<file path="config.mk">
export PLATFORM = sky130hd
export DESIGN_NAME = instruction_fetch_unit
export DESIGN_NICKNAME = d
export VERILOG_FILES = /design/src/rtl/instruction_fetch_unit.sv
export SDC_FILE = /design/constraint.sdc
export NUM_CORES = 1
export LEC_CHECK = 0
export ABC_AREA = 0
export BUFFER_PORTS_ARGS = -buffer_cell sky130_fd_sc_hd__buf_2
export CORE_MARGIN = 2
export CORE_UTILIZATION = 52
export DETAILED_ROUTE_END_ITERATION = 6
export MAX_ROUTING_LAYER = met4
export PLACE_DENSITY_LB_ADDON = 0.05
export SLEW_MARGIN = 15
export SYNTH_ARGS = -nofsm -noshare
export SYNTH_HDL_FRONTEND = slang
export SYNTH_SLANG_ARGS = --single-unit
</file>
<file path="constraint.sdc">
create_clock -name clk -period 5.55 [get_ports clk]
set_input_delay 1.11 -clock clk [delete_from_list [all_inputs] [get_ports clk]]
set_output_delay 1.11 -clock clk [all_outputs]
set_load 0.01 [all_outputs]
</file>
<file path="src/rtl/instruction_fetch_unit.sv">
// Fetch stage: owns the PC, drives instruction memory and loads the IF/ID register.
// Optional macro ALIGN_CHECK_EN adds a sticky flag for misaligned branch targets.
module instruction_fetch_unit #(
  parameter logic [31:0] RESET_PC   = 32'h0000_0000,
  parameter int unsigned IMEM_BYTES = 1024
) (
  input  logic        clk,
  input  logic        rst,
  input  logic        freeze,
  input  logic        branch_taken,
  input  logic [31:0] branch_addr,
  output logic [31:0] imem_addr,
  input  logic [31:0] imem_instr,
  output logic [31:0] if_pc,
  output logic [31:0] if_instr,
  output logic        if_valid,
  output logic        oob_fault,
  output logic        align_fault
);

  localparam logic [31:0] LAST_PC = IMEM_BYTES - 4;

  typedef enum logic [1:0] {BOOT, RUN, HALT} state_t;

  state_t      state_q, state_d;
  logic [31:0] pc_p0, pc_p0_d;
  logic [31:0] pc_p1, pc_p1_d;
  logic [31:0] instr_p1, instr_p1_d;
  logic        vld_p1, vld_p1_d;
  logic        oob_q, oob_d;
  logic [31:0] target;
  logic [31:0] pc_inc;
  logic        target_ok;

  function automatic logic [31:0] word_align(input logic [31:0] a);
    return {a[31:2], 2'b00};
  endfunction

  assign target    = word_align(branch_addr);
  assign target_ok = (target <= LAST_PC);
  assign pc_inc    = pc_p0 + 32'd4;

  always_comb begin
    state_d     = state_q;
    pc_p0_d     = pc_p0;
    pc_p1_d     = pc_p1;
    instr_p1_d  = instr_p1;
    vld_p1_d    = vld_p1;
    oob_d       = oob_q;
    if (branch_taken) begin
      // A redirect always flushes IF/ID, even while frozen or halted
      pc_p1_d    = '0;
      instr_p1_d = '0;
      vld_p1_d   = 1'b0;
      if (target_ok) begin
        pc_p0_d = target;
        state_d = RUN;
        oob_d   = 1'b0;
      end else begin
        state_d = HALT;
        oob_d   = 1'b1;
      end
    end else begin
      case (state_q)
        BOOT: state_d = RUN;
        RUN: begin
          if (!freeze) begin
            pc_p1_d    = pc_inc;
            instr_p1_d = imem_instr;
            vld_p1_d   = 1'b1;
            // The last word is still latched; the PC parks on it
            if (pc_p0 >= LAST_PC) begin
              state_d = HALT;
              oob_d   = 1'b1;
            end else begin
              pc_p0_d = pc_inc;
            end
          end
        end
        HALT: begin
          pc_p1_d    = '0;
          instr_p1_d = '0;
          vld_p1_d   = 1'b0;
        end
        default: state_d = BOOT;
      endcase
    end
  end

  // Stage p0 -> p1: PC register and IF/ID register
  always_ff @(posedge clk) begin
    if (rst) begin
      state_q  <= BOOT;
      pc_p0    <= RESET_PC;
      pc_p1    <= '0;
      instr_p1 <= '0;
      vld_p1   <= 1'b0;
      oob_q    <= 1'b0;
    end else begin
      state_q  <= state_d;
      pc_p0    <= pc_p0_d;
      pc_p1    <= pc_p1_d;
      instr_p1 <= instr_p1_d;
      vld_p1   <= vld_p1_d;
      oob_q    <= oob_d;
    end
  end

  assign imem_addr = pc_p0;
  assign if_pc     = pc_p1;
  assign if_instr  = instr_p1;
  assign if_valid  = vld_p1;
  assign oob_fault = oob_q;

`ifdef ALIGN_CHECK_EN
  logic align_q;

  always_ff @(posedge clk) begin
    if (rst) begin
      align_q <= 1'b0;
    end else if (branch_taken && (branch_addr[1:0] != 2'b00)) begin
      align_q <= 1'b1;
    end
  end

  assign align_fault = align_q;
`else
  logic unused_addr_lsbs;

  assign unused_addr_lsbs = ^branch_addr[1:0];
  assign align_fault      = 1'b0;
`endif

endmodule

</file>
; ---- Yosys cells after proc, flatten, opt, wreduce, memory -nomap -nowiden
; Index checks and enable logic that the tools add are counted.
[totals]
inputBits = 68
regBits = 100
out_inout_bits = 99
word_cells = 48
[op_classes]
muxes = 21
magnitude_cmp = 2
n_reduce_logical = 9
eq_ne = 9
add_sub_neg = 1
[ops]
columns = cell, count
row1 = 32-bit 2-to-1 mux, 7
row2 = 32-bit case mux with 2 select lines, 2
row3 = "32-bit by 3-bit adder with 32-bit output, second input constant", 1
row4 = "32-bit by 10-bit >= comparator with 1-bit output, second input constant", 1
row5 = "32-bit by 10-bit <= comparator with 1-bit output, second input constant", 1
row6 = 2-bit 2-to-1 mux, 4
row7 = 1-bit 2-to-1 mux, 6
row8 = "2-bit inequality test, second input constant", 3
row9 = "3-bit inequality test, second input constant", 2
row10 = 2-bit case mux with 3 select lines, 1
row11 = 3-bit AND reduction, 2
row12 = 2-bit nonzero test, 3
row13 = "2-bit by 1-bit inequality test with 1-bit output, second input constant", 2
row14 = 4-bit AND reduction, 1
row15 = "2-bit by 1-bit equality test with 1-bit output, second input constant", 1
row16 = "2-bit equality test, second input constant", 1
row17 = 2-bit logical NOT, 1
row18 = 1-bit case mux with 2 select lines, 1
row19 = 2-bit AND reduction, 1
row20 = 2-bit OR reduction, 1

; ---- Longest topological paths before layout
; Gate-level depths: netlist of run 1.
[depth]
ltp_word = 5
ltp_mapped = 7
mapped_depth_nobuf = 6

; ---- Least setup slack after synthesis of run 1
; OpenSTA, ideal clock, no wires.
[synth_path]
path_type = input -> register
from = input branch_addr[25]
to = register pc_p0[11] (netlist: imem_addr[11])
slack_ns = 2.922
cell_stages = 6
t_required_ns = 5.434
setup_ns = 0.116
arrival_time_ns = 2.512
n_path_buf = 1
path_cell_list = nor4b_1 nand4_1 a221oi_2 a21oi_2 clkbuf_2 and2_2
[synth_between]
elab_chain_cells = 3
[synth_rtl]
columns = item, line_no
row1 = from (decl), 11  ; input logic [31:0] branch_addr,
row2 = 32-bit by 10-bit <= comparator with 1-bit output, 40  ; assign target_ok = (target <= LAST_PC);
row3 = 2-bit by 1-bit inequality test with 1-bit output (no line), n/a
row4 = 4-bit AND reduction (no line), n/a
row5 = to (signal assigned), 101  ; pc_p0 <= pc_p0_d;
row6 = to (decl), 26  ; logic [31:0] pc_p0, pc_p0_d;
; No other way between the ends.
; A chain may end at the register's enable or synchronous reset.

; ---- Final worst setup path of run 1
[layout_path]
from = input branch_taken
to = register pc_p0[11] (netlist: imem_addr[11])
[layout_between]
elab_chain_cells = 2
word_cells_on_any_way = 6
classes_between = 3 x eq/ne / 1 x mux / 2 x reduce/logical
[layout_rtl]
columns = item, line_no
row1 = from (decl), 10  ; input logic branch_taken,
row2 = "2-bit by 1-bit inequality test with 1-bit output (no line), or another cell as far along", n/a
row3 = 4-bit AND reduction (no line), n/a
; Several ways; a longest one is shown, not always the timed one.

==> results.cfg, run 1 <==
[clock_tree]
path_clk_slew_ns = 0.09
ctsResizeCount = 0
clk_latency_ns = 0.36
cts_max_level = 3
cts_hold_buf = 0
cts_setup_buffers = 0
cts_tree = built
clockRootBuffer = clkbuf_8
numCtsBuffers = 9
cts_sinks = 97
clockBufferDepth = 2

[worst_setup_path]
timing.critical_path.buf_inv = 1
cp_cell_sequence = buf_2 -> nor4b_1 -> nand4_1 -> a221oi_2 -> a21oi_2 -> and2_2
critPathLaunchType = input port
worst-path-stages = 6
crit_family = compound AO/OA/AOI/OAI gates
r2r_start = imem_addr[2]
crit_path_start = branch_taken
critPathKind = input port to flop
crit_path_max_fanout = 22
ff2ff_setup_slack_ns = 3.13
arrival_ns = 3.27
r2r_end = imem_addr[11]
cpMaxStageDelayCell = a221oi_2
r2r_cells = 6
end_kind = flop
max_stage_delay_ns = 0.67
required_ns = 5.81

[layout]
diodes = 0
fin_area_mm2 = 0.00518
regArea_mm2 = 0.00194
drive_gt1_frac = 0.314
nets = 697
area_growth_pct = 24.8
fill_cells = 690
multi_input_area_mm2 = 0.00204

[worst_hold_path]
hp-start = if_pc[20]
hold_end = if_pc[20]
holdCritPathClass = flop to flop
hold_depth = 2

[synth]
synth_area_leader_cell = dfxtp_1
synth.most_common_cell = dfxtp_1
synth_top_area_share = 0.467
ys_seq_area_frac = 0.467
ys_warn_count = 0
netlist_instances = 485
yosys-top-cells-count = 97 x dfxtp_1, 74 x nand2_1, 51 x nand3_1
synth-edff-count = 0
synth_flop_cell = dfxtp_1
ys_seq_elements = 97
async_flop_share = 0
synthTopCellsByArea = dfxtp_1 47%, nand2_1 6.7%, nand3_1 6.1%, a21oi_1 5.9%, xor2_1 4.0%
synth_cell_types = 55
netlist_area_mm2 = 0.00415
syn_avg_cell_area_um2 = 8.56

[sta]
finalSetupViolations = 0
slew_headroom = 0.384
fmaxAchievable_ghz = 0.331
final.min_clock_period_ns = 3.02
hold_violations = 0
worst-slew-pin-transition_ns = 0.924
rsz0062_at_grt = false
post-route-period-util = 0.544
drv_slew = 0
tns_ns = 0
finalClockSkew_ns = 0.0101

[placement]
gp_congestion = 0.851
portBuffers = 161
hpwl_mm = 7.57
dpl_cell_area_mm2 = 0.00495

[routing]
vias = 3951
detail_route.first_pass.iterations = 4
routed_wl_mm = 10.6
drt_iter0_drc = 189
drc = 0
wire_per_inst_um = 14.4
ant_nets = 0
via_per_inst = 5.38

[die]
core_mm2 = 0.00773
initial_utilization = 0.538
die_h_um = 93.4
io_pins = 167
dieArea_mm2 = 0.00872
die_x_um = 93.4
rows = 32

[power]
max-vdd-ir-drop_uv = 167
powerDensity_mw_per_mm2 = 251
finalPower_mw = 1.30
p_leak_nw = 2.23

[grt]
first_global_vias = 3515
grt_use_total = 0.249
antenna_found_initial = 0
grt_overflow_total = 0
grt_max_degree = 49
grt_pass1_wl_mm = 17.0

[flow_run]
drv_cap = 0

[status]
status = completed
[worst reg2reg max path: stages, from the launching register on]
cell and delay, ns:
dfxtp_1 0.48, ha_1 0.41, nand4_4 0.15, nor2_1 0.32, o31ai_4 0.18, a21oi_2 0.59
and2_2 0.25
[stage by stage]
step / setup slack (ns) / hold slack [ns] / std cells / util
after floorplan: 2.92 / 0.470 / 487 / -
after global placement: 2.16 / 0.431 / 719 / 0.640
after detailed placement: 2.18 / 0.439 / 719 / 0.640
after CTS: 2.56 / 0.458 / 735 / 0.671
after global routing: 2.29 / 0.473 / 735 / 0.671
final: 2.53 / 0.456 / 735 / 0.671
[cell type report]
cell class,count,share of cell area
multi-input combinational,353,0.393
sequential,97,0.375
timing repair buffer,164,0.160
clock buffer,10,0.0266
tap,102,0.0246
clock inverter,6,0.0188
inverter,3,0.00217
[report_power, final]
part | switching, mW | internal [mW]
Sequential | 0.00246 | 0.699
Combinational | 0.0443 | 0.0270
Clock | 0.257 | 0.274
[routing by layer]
layer  share of wire  up-vias  global-route usage
li1                -     1992                   -
met1            0.45     1800               0.337
met2            0.47      148               0.385
met3           0.067       11              0.0419
met4           0.012        0              0.0748
met5               0        -                   -
[registers in the layout, indices dropped and copies added, names as in the netlist]
signal,cells
if_instr,32
if_pc,31
if_valid,1
imem_addr,30
oob_fault,1
state_q,2
[cells by family (layout without fill, tap and decap cells)]
logic type,after synthesis,count (layout),synth area share
muxes,1,1,0.00241
xor gates and xnor gates,28,28,0.0590
AOI/OAI and AO/OA,99,99,0.145
DFF,97,97,0.467
and+or+nand+nor,221,221,0.278
buffers and inverters,37,183,0.0443
other,1,3,0.000903
adders and majority gates,1,1,0.00301
[how the worst max path moves through the flow]
stage / end
6_report: imem_addr[11]
5_1_grt: imem_addr[11]
4_1_cts: imem_addr[11]
3_5_place_dp: imem_addr[11]
3_3_place_gp: imem_addr[11]
2_1_floorplan: imem_addr[11]
[placed cells by master, fill, tap and decap left out, types with 4 or more instances in the layout]
cell	synthesis	final
nor3_1	5	5
nand2b_1	4	4
nand3_1	51	51
dfxtp_1	97	97
nand2_1	74	74
and4_1	5	5
xor2_1	19	19
nor4_1	9	9
nor2_1	20	19
a31oi_1	5	5
o21ai_0	21	21
xnor2_1	9	9
and2_1	22	22
a21oi_1	49	49
and3_1	5	5
buf_2	1	161
clkbuf_8	0	10
nand4_1	10	10
No activity file was read; power rests on OpenSTA's default activity.
==> run 2, diff against run 1 <==
--- a/config.mk
+++ b/config.mk
@@ -8,7 +8,7 @@
 export ABC_AREA = 0
 export BUFFER_PORTS_ARGS = -buffer_cell sky130_fd_sc_hd__buf_2
 export CORE_MARGIN = 2
-export CORE_UTILIZATION = 52
+export CORE_UTILIZATION = 44
 export DETAILED_ROUTE_END_ITERATION = 6
 export MAX_ROUTING_LAYER = met4
 export PLACE_DENSITY_LB_ADDON = 0.05
==> constraint.sdc (replaced) <==
create_clock -name clk -period 2.7 [get_ports clk]
set_input_delay 0.54 -clock clk [delete_from_list [all_inputs] [get_ports clk]]
set_output_delay 0.54 -clock clk [all_outputs]
set_load 0.01 [all_outputs]
==> run 2 against run 1 <==
Compared with the run above:
- combinational power rose by 110%
- utilization down 10 points
- flip-flop and latch count unchanged
- worst hold slack worse by 0.053 ns
- critical path type is now flop to flop
- non-clock buffer count up 5
- critical path depth unchanged
- sequential power rose by 110%
==> results.cfg, run 2 (same netlist as run 1, synthesis figures left out) <==
[status]
status = completed

[clock_tree]
clockBufferDepth = 2
cts_sinks = 97
ctsResizeCount = 0
cts_tree = built
cts_max_level = 3
clockRootBuffer = clkbuf_8
path_clk_slew_ns = 0.11
cts_setup_buffers = 0
cts_hold_buf = 0
numCtsBuffers = 9
clk_latency_ns = 0.36

[grt]
busiest_layer = met2
antenna_found_initial = 0
met2_usage = 0.320
grtUsageMet3 = 0.0359
grt_use_total = 0.210
first_global_vias = 3379
grt_overflow_total = 0
grt_pass1_wl_mm = 16.8
gr-usage-met1 = 0.296
grt_max_degree = 47

[worst_setup_path]
critPathKind = flop to flop
arrival_ns = 2.47
critPathLaunchType = flop
end_kind = flop
crit_path_max_fanout = 7
required_ns = 2.95
ff2ff_setup_slack_ns = 0.47

[routing]
ant_nets = 0
wire_per_inst_um = 14.3
detail_route.first_pass.iterations = 4
routed_wl_mm = 10.7
drc = 0
vias = 3893
drt_iter0_drc = 140
via_per_inst = 5.20

[die]
dieArea_mm2 = 0.0102
die_h_um = 101
core_mm2 = 0.00920
rows = 35
io_pins = 167
initial_utilization = 0.452
die_x_um = 101

[sta]
whs_ns = 0.403
drv_slew = 0
worst-slew-pin-transition_ns = 0.721
final.min_clock_period_ns = 2.23
finalClockSkew_ns = 0.0124
post-route-period-util = 0.825
tns_ns = 0
finalSetupViolations = 0
hold_violations = 0
slew_headroom = 0.519
rsz0062_at_grt = false
fmaxAchievable_ghz = 0.449

[layout]
final_common_cell = buf_2
stdcell_count = 749
nets = 702
fin_util = 0.566
largest_reg_flops = 32
drive_gt1_frac = 0.321
fin_area_mm2 = 0.00521
area_growth_pct = 25.4
final_cell_mix = 161 x buf_2, 97 x dfxtp_1, 74 x nand2_1
diodes = 0
fill_cells = 894

[placement]
dpl_cell_area_mm2 = 0.00500
portBuffers = 161
gp_congestion = 0.780
dp.cells = 733
hpwl_mm = 7.81

[worst_hold_path]
holdCritPathClass = input port to flop

[power]
p_leak_nw = 2.24
max-vdd-ir-drop_uv = 288
powerDensity_mw_per_mm2 = 495

[flow_run]
drv_cap = 0
[run 2: cell count changes in the layout (fill, tap and decap cells not counted)]
cell | previous run | this run
inv_6 | 2 | 3
buf_4 | 3 | 8
nand2b_1 | 4 | 3
clkbuf_8 | 10 | 9
clkinv_2 | 0 | 1
nor2_2 | 1 | 0
nand2b_2 | 0 | 1
bufinv_16 | 2 | 1
nor2_4 | 0 | 1
[run 2: per-layer routing]
| metal | wire [um] | share of wire | vias up |
|---|---|---|---|
| met5 | 0 | 0 | - |
| met4 | 66 | 0.0062 | 0 |
| met3 | 708 | 0.066 | 9 |
| met2 | 4770 | 0.45 | 134 |
| met1 | 5160 | 0.48 | 1753 |
| li1 | - | - | 1997 |
[run 2: layout make-up]
class                   count  area, um^2  area share
clock inverters             7        81.3      0.0156
inverters                   3        11.3     0.00216
well taps                 111         139      0.0267
clock buffers               9         124      0.0238
flip-flops and latches     97        1940       0.373
multi-input cells         353        2050       0.393
repair buffers            169         866       0.166
[run 2: where the power goes]
group	total [mW]	leakage [nW]	switching [mW]	internal, mW
sequential	1.44	0.782	0.00558	1.44
combinational	0.150	1.35	0.0916	0.0585
clock	0.987	0.107	0.542	0.446
[run 2: worst paths after layout]
check	to	cells after the start	from
max	if_pc[30]	6	imem_addr[2]
min	if_instr[4]	3	imem_instr[4]
max reg2reg	if_pc[30]	6	imem_addr[2]
min reg2reg	if_pc[28]	2	if_pc[28]
[run 2: stage by stage]
| stage | worst slack, ns | power (mW) |
|---|---|---|
| 2_1_floorplan | 0.601 | 1.56 |
| 3_3_place_gp | 0.385 | 1.63 |
| 3_5_place_dp | 0.390 | 1.63 |
| 4_1_cts | 0.467 | 2.61 |
| 5_1_grt | 0.311 | 2.68 |
| 6_report | 0.474 | 2.58 |
[run 2: worst max-delay path, cell delays in order, from the launching register on]
cell,delay (ns)
dfxtp_1,0.46
ha_1,0.38
nand4_4,0.16
or4_4,0.64
nor4_4,0.25
xnor2_1,0.17
o21ai_2,0.06
==> run 3, diff against run 2 <==
==> constraint.sdc (replaced) <==
create_clock -name clk -period 1.95 [get_ports clk]
set_input_delay 0.39 -clock clk [delete_from_list [all_inputs] [get_ports clk]]
set_output_delay 0.39 -clock clk [all_outputs]
set_load 0.01 [all_outputs]
==> run 3 against run 2 <==
Compared with the run above:
- clock skew up 0.0013 ns
- setup slack lost 0.44 ns
- wire length grew 3.9%
- design area grew 8.0%
- total power rose by 36%
- count of clock-buffer cells in the layout rose by 2
- first-iteration DRC count decreased by 18%
- combinational power is 45% higher
- worst hold slack lost 0.15 ns
- sequential share of layout area down 2.6 points
- critical path type unchanged
- largest cell class unchanged
- largest power group unchanged
- highest routed layer unchanged
==> results.cfg, run 3 (same netlist as run 1, synthesis figures left out) <==
[power]
seqPwrFrac = 0.568
finalPower_mw = 3.51
max-vdd-ir-drop_uv = 292
intPower_mw = 2.68
p_comb_frac = 0.062
p_clk_frac = 0.370
p_switching_uw = 833
powerDensity_mw_per_mm2 = 625
p_leak_nw = 2.47
switching_share = 0.237

[grt]
grt_pass1_wl_mm = 17.6
antenna_found_initial = 0
first_global_vias = 3581
grt_overflow_total = 0
grt_max_degree = 47
grt_use_total = 0.220

[clock_tree]
path_clk_slew_ns = 0.10
cts_sinks = 97
clockBufferDepth = 2
clockRootBuffer = clkbuf_8
cts_tree = built
clk_latency_ns = 0.36
numCtsBuffers = 9
cts_max_level = 3
cts_hold_buf = 0

[die]
rows = 35
die_h_um = 101
core_mm2 = 0.00920
die_x_um = 101
io_pins = 167
dieArea_mm2 = 0.0102
initial_utilization = 0.452

[routing]
ant_nets = 0
vias = 4138
via_per_inst = 5.23
route.met2.wl_mm = 5.17
drc = 0
met3_length_um = 775
wire_per_inst_um = 14.1
drt_iter0_drc = 115
routed.top_layer = met4
detail_route.first_pass.iterations = 4
routed_wl_mm = 11.1
route.layer.met1.wl_mm = 5.07

[sta]
finalSetupViolations = 0
worst-slew-pin-transition_ns = 0.681
rsz0062_at_grt = true
post-route-period-util = 0.981
finalClockSkew_ns = 0.0136
drv_slew = 0
final.min_clock_period_ns = 1.91
hold_violations = 0
slew_headroom = 0.546
fmaxAchievable_ghz = 0.523

[layout]
fill_cells = 859
final_cell_mix = 161 x buf_2, 91 x dfxtp_1, 73 x nand2_1
area_growth_pct = 35.4
drive_gt1_frac = 0.379
regArea_mm2 = 0.00195
nets = 744
multi_input_area_mm2 = 0.00212
final_common_cell = buf_2
stdcell_count = 791
largest_reg_flops = 32
diodes = 0

[worst_setup_path]
cp_cell_sequence = nor4_4 -> buf_4 -> and4_1 -> a31oi_4 -> or4_1 -> a31oi_1
critPathLaunchType = flop
crit_path_max_fanout = 5
arrival_ns = 2.20
max_stage_delay_ns = 0.48
cpMaxStageDelayCell = or4_1
r2r_end = imem_addr[2]
end_kind = flop
critPathKind = flop to flop
required_ns = 2.24
ff2ff_setup_slack_ns = 0.04
r2r_cells = 6
r2r_start = imem_addr[12]

[worst_hold_path]
hold_end = if_instr[12]
hold_depth = 3
holdCritPathClass = input port to flop
hp-start = imem_instr[12]

[status]
status = completed

[placement]
portBuffers = 161
dp.cells = 774
hpwl_mm = 8.02
gp_congestion = 0.900

[flow_run]
drv_cap = 0
[run 3: power by group through the flow]
stage	clock [mW]	combinational, mW	sequential (mW)
final	1.30	0.218	2.00
after global routing	1.43	0.242	2.00
after CTS	1.34	0.218	2.00
after detailed placement	0	0.216	2.04
after global placement	0	0.214	2.04
after floorplan	0	0.108	2.05
[run 3: layout make-up]
type	count	area share
flip-flops and latches	97	0.347
clock buffers	11	0.0234
multi-input cells	353	0.377
clock inverters	5	0.0113
inverters	3	0.00200
well taps	111	0.0247
repair buffers	211	0.215
[run 3: layer usage]
| layer | vias to the layer above | GRT usage |
|---|---|---|
| li1 | 2083 | - |
| met1 | 1891 | 0.294 |
| met2 | 156 | 0.342 |
| met3 | 8 | 0.0421 |
| met4 | 0 | 0.0582 |
| met5 | - | - |
[run 3: worst max path at each step]
stage	from	endpoint	slack (ns)
after floorplan	imem_addr[2]	if_pc[30]	0.03
after global placement	branch_addr[25]	imem_addr[2]	-0.12
after detailed placement	branch_addr[25]	imem_addr[2]	-0.15
after CTS	imem_addr[23]	imem_addr[3]	0.0003
after global routing	imem_addr[12]	imem_addr[4]	-0.05
final	imem_addr[12]	imem_addr[2]	0.04
[run 3: repair_timing]
item,in CTS,in global routing
buffers inserted,1,0
gates resized for setup,6,9
pin swaps,5,5
endpoints found under the setup margin,28,31
[run 3: metrics by stage]
stage          area, um^2  hold slack (ns)  utilization  TNS, ns  worst slack (ns)
2_1_floorplan        4180            0.470            -        0            0.0323
3_3_place_gp         5350            0.430        0.582    -1.06            -0.122
3_5_place_dp         5350            0.439        0.582    -1.34            -0.148
4_1_cts              5580            0.230        0.607        0          0.000262
5_1_grt              5620            0.236        0.611   -0.252           -0.0499
6_report             5620            0.252        0.611        0            0.0372
[run 3: critical path: cells and delay by family, from the launching register on]
kind                   cells  cell delay [ns]
and+or+nand+nor            3             1.05
buffers and inverters      1             0.16
DFF                        1             0.34
AOI/OAI and AO/OA          2             0.30
